--- config.mk ---
export PLATFORM = sky130hd
export DESIGN_NAME = rf_wb_arbiter
export DESIGN_NICKNAME = d
export VERILOG_FILES = /design/src/rtl/rf_wb_arbiter.sv
export SDC_FILE = /design/constraint.sdc
export NUM_CORES = 1
export LEC_CHECK = 0
export BUFFER_PORTS_ARGS = -buffer_cell sky130_fd_sc_hd__buf_2
export CORE_MARGIN = 2
export CORE_UTILIZATION = 30
export DETAILED_ROUTE_END_ITERATION = 12
export GPL_ROUTABILITY_DRIVEN = 0
export HOLD_SLACK_MARGIN = 0.02
export SLEW_MARGIN = 5
export SYNTH_ARGS = -nofsm -noshare
export SYNTH_HDL_FRONTEND = slang
export SYNTH_HIERARCHICAL = 1
export SYNTH_SLANG_ARGS = --single-unit
export TNS_END_PERCENT = 20
--- constraint.sdc ---
create_clock -name clk -period 2.25 [get_ports clk]
set_input_delay 0.3375 -clock clk [delete_from_list [all_inputs] [get_ports clk]]
set_output_delay 0.3375 -clock clk [all_outputs]
set_load 0.02 [all_outputs]
--- src/rtl/rf_wb_arbiter.sv ---
// Write-back arbiter for the 4 x 16 register file: round-robin between ALU (A) and load (B)
// onto the single write port, plus a per-register pending scoreboard for decode hazard stalls.

module rf_wb_sb_bit (
  input  logic clk,
  input  logic reset,
  input  logic set,
  input  logic clr,
  output logic pend
);
  // A same-edge set beats clear: the set belongs to a newer writer still in flight.
  always_ff @(posedge clk or posedge reset) begin
    if (reset)    pend <= 1'b0;
    else if (set) pend <= 1'b1;
    else if (clr) pend <= 1'b0;
  end
endmodule

module rf_wb_arbiter #(
  parameter int DATA_W = 16,
  parameter int NREG   = 4,
  parameter int AW     = $clog2(NREG)
) (
  input  logic              clk,
  input  logic              reset,
  input  logic              a_valid,
  input  logic [AW-1:0]     a_reg,
  input  logic [DATA_W-1:0] a_data,
  output logic              a_ready,
  input  logic              b_valid,
  input  logic [AW-1:0]     b_reg,
  input  logic [DATA_W-1:0] b_data,
  output logic              b_ready,
  input  logic              issue_en,
  input  logic [AW-1:0]     issue_reg,
  output logic [AW-1:0]     wreg,
  output logic [DATA_W-1:0] wdata,
  output logic              write_en,
  output logic [NREG-1:0]   pending
);

  typedef enum logic {GA = 1'b0, GB = 1'b1} last_t;

  last_t last;
  logic  grant_a, grant_b;

  // Contention goes to whichever source was not granted most recently.
  always_comb begin
    grant_a = 1'b0;
    grant_b = 1'b0;
    if (!reset) begin
      if (a_valid && b_valid) begin
        grant_a = (last == GB);
        grant_b = (last == GA);
      end else begin
        grant_a = a_valid;
        grant_b = b_valid;
      end
    end
  end

  assign a_ready = grant_a;
  assign b_ready = grant_b;

  always_ff @(posedge clk or posedge reset) begin
    if (reset) begin
      last     <= GB;
      write_en <= 1'b0;
      wreg     <= '0;
      wdata    <= '0;
    end else if (grant_a) begin
      last     <= GA;
      write_en <= 1'b1;
      wreg     <= a_reg;
      wdata    <= a_data;
    end else if (grant_b) begin
      last     <= GB;
      write_en <= 1'b1;
      wreg     <= b_reg;
      wdata    <= b_data;
    end else begin
      write_en <= 1'b0;
    end
  end

  // One pending bit per register; cleared by the write committing this cycle.
  logic [NREG-1:0] sb_set, sb_clr;

  for (genvar r = 0; r < NREG; r++) begin : g_sb
    assign sb_set[r] = issue_en && (issue_reg == AW'(r));
    assign sb_clr[r] = write_en && (wreg == AW'(r));
    rf_wb_sb_bit u_sb (
      .clk   (clk),
      .reset (reset),
      .set   (sb_set[r]),
      .clr   (sb_clr[r]),
      .pend  (pending[r])
    );
  end

endmodule

==> impl_results.md, run 1 <==
* Fill cells at 431
* Seq/Total Area, Yosys at 0.491
* Post-layout net count at 249
* Pre-antenna DRT Iters at 4
* Reg power frac at 0.461
* Gate power share at 0.300
* Via count at 1,190
* Setup Buffers After CTS at 0
* Hold crit path type: in2reg
* Crit path capture type: output pin
* Synth area leader: dfrtp_1
* Area growth, synth to finish at 33.4%
* Reg-to-Reg Start: last$_DFFE_PP1P_
* Total track usage at 0.144
* Initial Util at 0.309
* Outcome: complete, no violations
* Psw at 0.000389 W
* Final period utilization at 0.871
* Worst Path Class, Setup: in2out
* Async S/R FF share, synth at 1.00
* Clk pwr share at 0.240
* Top-area cell type share of the netlist area at 0.469
* Remaining DRCs at 0
* Detailed Route WL at 3.20 mm
* DIE AREA at 0.00461 sq mm
* IO Port Bufs at 67
* Initial antenna violation count at 0
* Setup TNS at 0 ns
* Reg-to-reg endpoint: wdata[1]$_DFFE_PP0P_
* Most used flip-flop cell after synthesis: dfrtp_1
* Slew @ Worst Pin at 0.679 ns
* Largest net degree at the start of global routing at 38
* First-pass GRT wire length at 5.06 mm
* Most numerous cell in the Yosys netlist: dfrtp_1
* Worst reg-to-reg path cell count at 3
* Post-route ant nets at 0
* Data required time of the worst path at 1.91 ns
* Max Freq at 510 MHz
* Cell Rows at 23
* Clock root cell: clkbuf_8
* Final hold vios at 0
* CP startpoint: reset
* Clock slew seen by the registers of the worst setup and hold paths at 0.08 ns
* Synthesized instance count at 141
* Die W at 67.9 um
* Worst hold slack at 0.331 ns
* Detailed placer's ending HPWL at 2.43 mm
* Floorplan core area at 0.00397 sq mm
* # setup viols final at 0
* DIE HEIGHT at 67.9 um
* GRT Residual Overflow at 0
* Reg2reg setup slack at 0.70 ns
* Synth warnings at 6
* Clock Skew at 0.00115 ns
* I/O pins at 68
* CTS Sinks at 24
* Post-synth net total at 184
* Crit-path max FO at 9
* Slew headroom at 0.547
* Post-synth EDFFs at 0
* Worst-Skew Late Latency at 0.26 ns
* Yosys reg bits at 24
* Most frequent cells after synthesis: 23 x dfrtp_1, 21 x nor2_1, 18 x a31oi_1, 18 x nand3_1, 18 x o21ai_0
* Min Tclk post-route at 1.96 ns
* Share of layout cells above drive strength 1 at 0.376
* Unrepaired setup endpoints after global routing: false
* CTS tree: yes
* Clk buf depth at 2
* Worst slack at placement at 0.693 ns
* Pint at 0.000793 W
* Vias in the first global route at 1,107
* DRT iter0 DRCs at 35
* # resized after CTS at 0
* Startpoint types: primary input
* Leak at 0.786 nW
* Max-cap violations at 0
* Post-synthesis cell area at 0.00123 sq mm
* Pins over their slew limit at 0
* Vias per Instance at 4.67
* Syn_area_per_cell at 8.70 sq um
* Yosys cell types at 21
* Critical Path Sink: a_ready
* Net Sw Frac at 0.329
* CTS Buf Count at 3
* Fin worst setup slack at 0.290 ns
* Worst vdd ir at 239 uV
* Area contributors post-synth: dfrtp_1 47%, a31oi_1 9.2%, nand3_1 7.3%, o21ai_0 7.3%, nor2_1 6.4%
* Pwr/cell area at 723 mW/mm^2
* Avg WL per Cell at 12.5 um
* CTS HTree Levels at 1
* Ant diodes at 0
* Worst path arrival time at 1.62 ns
## layout make-up
class	instances	area, sq um	share of cell area
Tap cell	50	62.6	0.0383
Inverter	9	33.8	0.0207
Sequential cell	24	602	0.368
Multi-Input combinational cell	96	507	0.310
Timing Repair Buffer	72	375	0.230
Clock buffer	4	55.1	0.0337
## power groups by stage
stage	combinational, W	sequential, W	clock (W)
floorplan	0.000149	0.000631	0
global placement	0.000354	0.000553	0
detailed placement	0.000358	0.000552	0
CTS	0.000360	0.000545	0.000296
global route	0.000395	0.000556	0.000317
finish	0.000354	0.000545	0.000283
## flip-flops by register name, indices dropped and copies added (netlist names)
register,flops
wreg,2
g_sb.u_sb/pend,4
write_en,1
wdata,16
last,1
## worst max-delay path: stages
cell	delay, ns
dlygate4sd3_1	0.53
buf_2	0.17
nand2b_1	0.28
nor2_1	0.15
buf_2	0.17
## timing repair
item                                    4_1_cts  5_1_grt
endpoints found under the setup margin        0        0
hold buffers                                  1        0
hold endpoints to repair                      4        0
## cell families (layout without fill, tap and decap cells)
family | Yosys count | after routing | synth area share
buf+inv | 21 | 85 | 0.0959
compound gates | 43 | 43 | 0.206
simple gates | 53 | 53 | 0.207
flops | 24 | 24 | 0.491
## per-stage QoR
stage	util	total power [W]	std cells	area [sq um]
finish	0.412	0.00118	255	1640
global route	0.412	0.00127	255	1640
global placement	0.395	0.000907	250	1570
detailed placement	0.395	0.000911	250	1570
CTS	0.412	0.00120	255	1640
floorplan	-	0.000780	141	1230
## routing by layer
layer | global-route usage | vias up | routed length, um
met5 | 0 | - | 0
met4 | 0.0500 | 0 | 19
met3 | 0.0280 | 2 | 207
met2 | 0.227 | 38 | 1470
met1 | 0.198 | 535 | 1500
li1 | - | 615 | -
## placed cells by master (no fill, tap or decap), types with 4 or more instances in the layout
cell | synthesis | layout
a21o_1 | 4 | 4
a31oi_1 | 18 | 18
buf_2 | 1 | 67
buf_4 | 8 | 4
clkbuf_8 | 0 | 4
dfrtp_1 | 23 | 23
inv_1 | 9 | 9
nand2_1 | 4 | 4
nand3_1 | 18 | 18
nor2_1 | 21 | 21
o21ai_0 | 18 | 18
## worst min-delay path by stage
| stage | slack, ns | cells after the start | start | end |
|---|---|---|---|---|
| 3_5_place_dp | 0.25 | 2 | reset | g_sb[2].u_sb/pend$_DFFE_PP0P_ |
| 6_report | 0.33 | 3 | a_data[13] | wdata[13]$_DFFE_PP0P_ |
| 5_1_grt | 0.33 | 3 | a_data[6] | wdata[6]$_DFFE_PP0P_ |
| 3_3_place_gp | 0.24 | 2 | reset | g_sb[2].u_sb/pend$_DFFE_PP0P_ |
| 2_1_floorplan | 0.07 | 1 | reset | g_sb[0].u_sb/pend$_DFFE_PP0P_ |
| 4_1_cts | 0.32 | 3 | a_data[13] | wdata[13]$_DFFE_PP0P_ |
Power figures use the tool's default switching activity.
==> inputs of run 2 (changes only) <==
--- a/config.mk
+++ b/config.mk
@@ -11,6 +11,7 @@
 export DETAILED_ROUTE_END_ITERATION = 12
 export GPL_ROUTABILITY_DRIVEN = 0
 export HOLD_SLACK_MARGIN = 0.02
+export PLACE_DENSITY = 0.69
 export SLEW_MARGIN = 5
 export SYNTH_ARGS = -nofsm -noshare
 export SYNTH_HDL_FRONTEND = slang
==> impl_results.md, run 2 (synthesis results as in run 1) <==
* Clock slew seen by the registers of the worst setup and hold paths at 0.09 ns (about the same)
* # setup viols final at 0 (unchanged)
* Grt met2 use at 0.214 (-0.0133)
* Commonest non-fill, non-tap cell in the layout: buf_2
* CTS tree: yes
* Largest net degree at the start of global routing at 38 (unchanged)
* Vias per Instance at 4.73 (+1.3%)
* Crit-path slowest cell: dlygate4sd3_1
* Detailed Route WL at 3.17 mm (-0.88%)
* Slew headroom at 0.530 (-0.0168)
* Pre-antenna DRT Iters at 3 (-1)
* Max-cap violations at 0 (unchanged)
* DIE HEIGHT at 67.9 um (unchanged)
* Unrepaired setup endpoints after global routing: false
* Crit-path max FO at 12 (+3)
* Post-route ant nets at 0 (unchanged)
* GRT Residual Overflow at 0 (unchanged)
* Setup TNS at 0 ns (unchanged)
* Post-layout net count at 250 (+0.40%)
* Commonest non-fill, non-tap cells in the layout: 67 x buf_2, 23 x dfrtp_1, 21 x nor2_1
* Largest register by flop count: wdata
* Met3 Use GR at 0.0263 (-0.00164)
* Via count at 1,210 (+1.7%)
* Initial antenna violation count at 0 (unchanged)
* Avg WL per Cell at 12.4 um (-1.3%)
* Floorplan core area at 0.00397 sq mm (unchanged)
* Leak at 0.797 nW (+1.5%)
* CP dominant cell by count: buf_2
* Util after Layout at 0.418 (+0.00599)
* CTS HTree Levels at 1 (unchanged)
* Biggest regs: wdata: 16 flops, g_sb.u_sb/pend: 4 flops, wreg: 2 flops
* Area growth, synth to finish at 35.3%
* Critical path's top delay family: buffers and inverters
* Hold crit path type: in2reg
* Setup Buffers After CTS at 0 (unchanged)
* Final hold vios at 0 (unchanged)
* Worst vdd ir at 260 uV (+9.1%)
* Slew @ Worst Pin at 0.704 ns (+0.0253 ns)
* Cell Rows at 23 (unchanged)
* Detailed placer's ending HPWL at 2.32 mm (-4.4%)
* Share of layout cells above drive strength 1 at 0.379 (+0.00303)
* CP bufs+invs at 3 (unchanged)
* Pwr/cell area at 771 mW/mm^2 (+6.6%)
* Cts-stage hold buffer count at 1 (unchanged)
* Top Usage Layer GRT: met2
* I/O pins at 68 (unchanged)
* Total track usage at 0.139 (-0.00594)
* Max Freq at 483 MHz (-5.3%)
* Worst Path Class, Setup: in2out
* Met1 Use GR at 0.195 (-0.00328)
* Die W at 67.9 um (unchanged)
* Initial Util at 0.309 (unchanged)
* IO Port Bufs at 67 (unchanged)
* Pins over their slew limit at 0 (unchanged)
* Vias in the first global route at 1,028 (-7.1%)
* Clock Skew at 0.00219 ns (+0.00104 ns)
* # resized after CTS at 0 (unchanged)
* Startpoint types: primary input
* Final period utilization at 0.920 (+0.0487)
* Worst-Skew Late Latency at 0.26 ns (about the same)
* Data required time of the worst path at 1.91 ns (about the same)
* Outcome: complete, no violations
* CTS Buf Count at 3 (unchanged)
* DIE AREA at 0.00461 sq mm (unchanged)
* Ant diodes at 0 (unchanged)
* DRT iter0 DRCs at 40 (+14%)
* Clk buf depth at 2 (unchanged)
* Critical-path cell list: dlygate4sd3_1 > buf_2 > nand2b_1 > nor2_1 > buf_2
* Remaining DRCs at 0 (unchanged)
* Delay of the slowest critical-path stage at 0.53 ns (about the same)
* First-pass GRT wire length at 4.84 mm (-4.5%)
* Min Tclk post-route at 2.07 ns (+0.110 ns)
* Max reg flops at 16 (unchanged)
* Worst path arrival time at 1.73 ns (+0.11 ns)
* CTS Sinks at 24 (unchanged)
* Clock root cell: clkbuf_8
* Crit path capture type: output pin
==> run 2: cell count changes in the layout (fill, tap and decap cells not counted) <==
cell | before | now
bufinv_16 | 0 | 1
buf_4 | 4 | 5
clkbuf_8 | 4 | 3
==> run 2: layout make-up <==
cell class              count  area, sq um
flip-flops and latches     24          602
clock buffers               3         41.3
inverters                   9         33.8
well taps                  50         62.6
clock inverters             1         30.0
repair buffers             73          383
multi-input cells          96          507
fillers                   430         2310
==> run 2: routing by layer <==
metal | up-vias | share of wire
met2 | 34 | 0.46
met1 | 554 | 0.48
li1 | 620 | -
met5 | - | 0
met4 | 0 | 0.0063
met3 | 2 | 0.062
==> run 2: metrics by stage <==
stage	power [W]	instance area (sq um)	hold WS [ns]	setup slack, ns	instances
CTS	0.00130	1660	0.313	0.181	256
detailed placement	0.000912	1580	0.249	0.567	251
global placement	0.000908	1580	0.246	0.592	251
finish	0.00128	1660	0.322	0.180	256
global route	0.00135	1660	0.321	0.0997	256
floorplan	0.000780	1230	0.0662	0.636	141
==> run 2: power breakdown <==
part           switching (W)  leakage, nW  internal, W
sequential         0.0000395        0.268     0.000502
clock               0.000142       0.0357     0.000238
combinational       0.000219        0.494     0.000138
total               0.000401        0.797     0.000877
==> run 2: final timing paths <==
| kind | start | to | slack [ns] | cells after the start |
|---|---|---|---|---|
| setup / recovery | reset | a_ready | 0.18 | 5 |
| setup reg to reg | last$_DFFE_PP1P_ | wdata[3]$_DFFE_PP0P_ | 0.68 | 4 |
| hold / removal | a_data[1] | wdata[1]$_DFFE_PP0P_ | 0.32 | 3 |
| hold reg to reg | g_sb[2].u_sb/pend$_DFFE_PP0P_ | g_sb[2].u_sb/pend$_DFFE_PP0P_ | 0.48 | 1 |
| min in group asynchronous | reset | g_sb[3].u_sb/pend$_DFFE_PP0P_ | 0.51 | 3 |
| max in group asynchronous | reset | last$_DFFE_PP1P_ | 1.24 | 4 |
==> run 2: worst reg2reg max path, cell delays in order, from the launching register on <==
cell	delay (ns)
dfstp_2	0.39
nor2b_1	0.55
buf_4	0.28
o21ai_0	0.10
a31oi_1	0.18
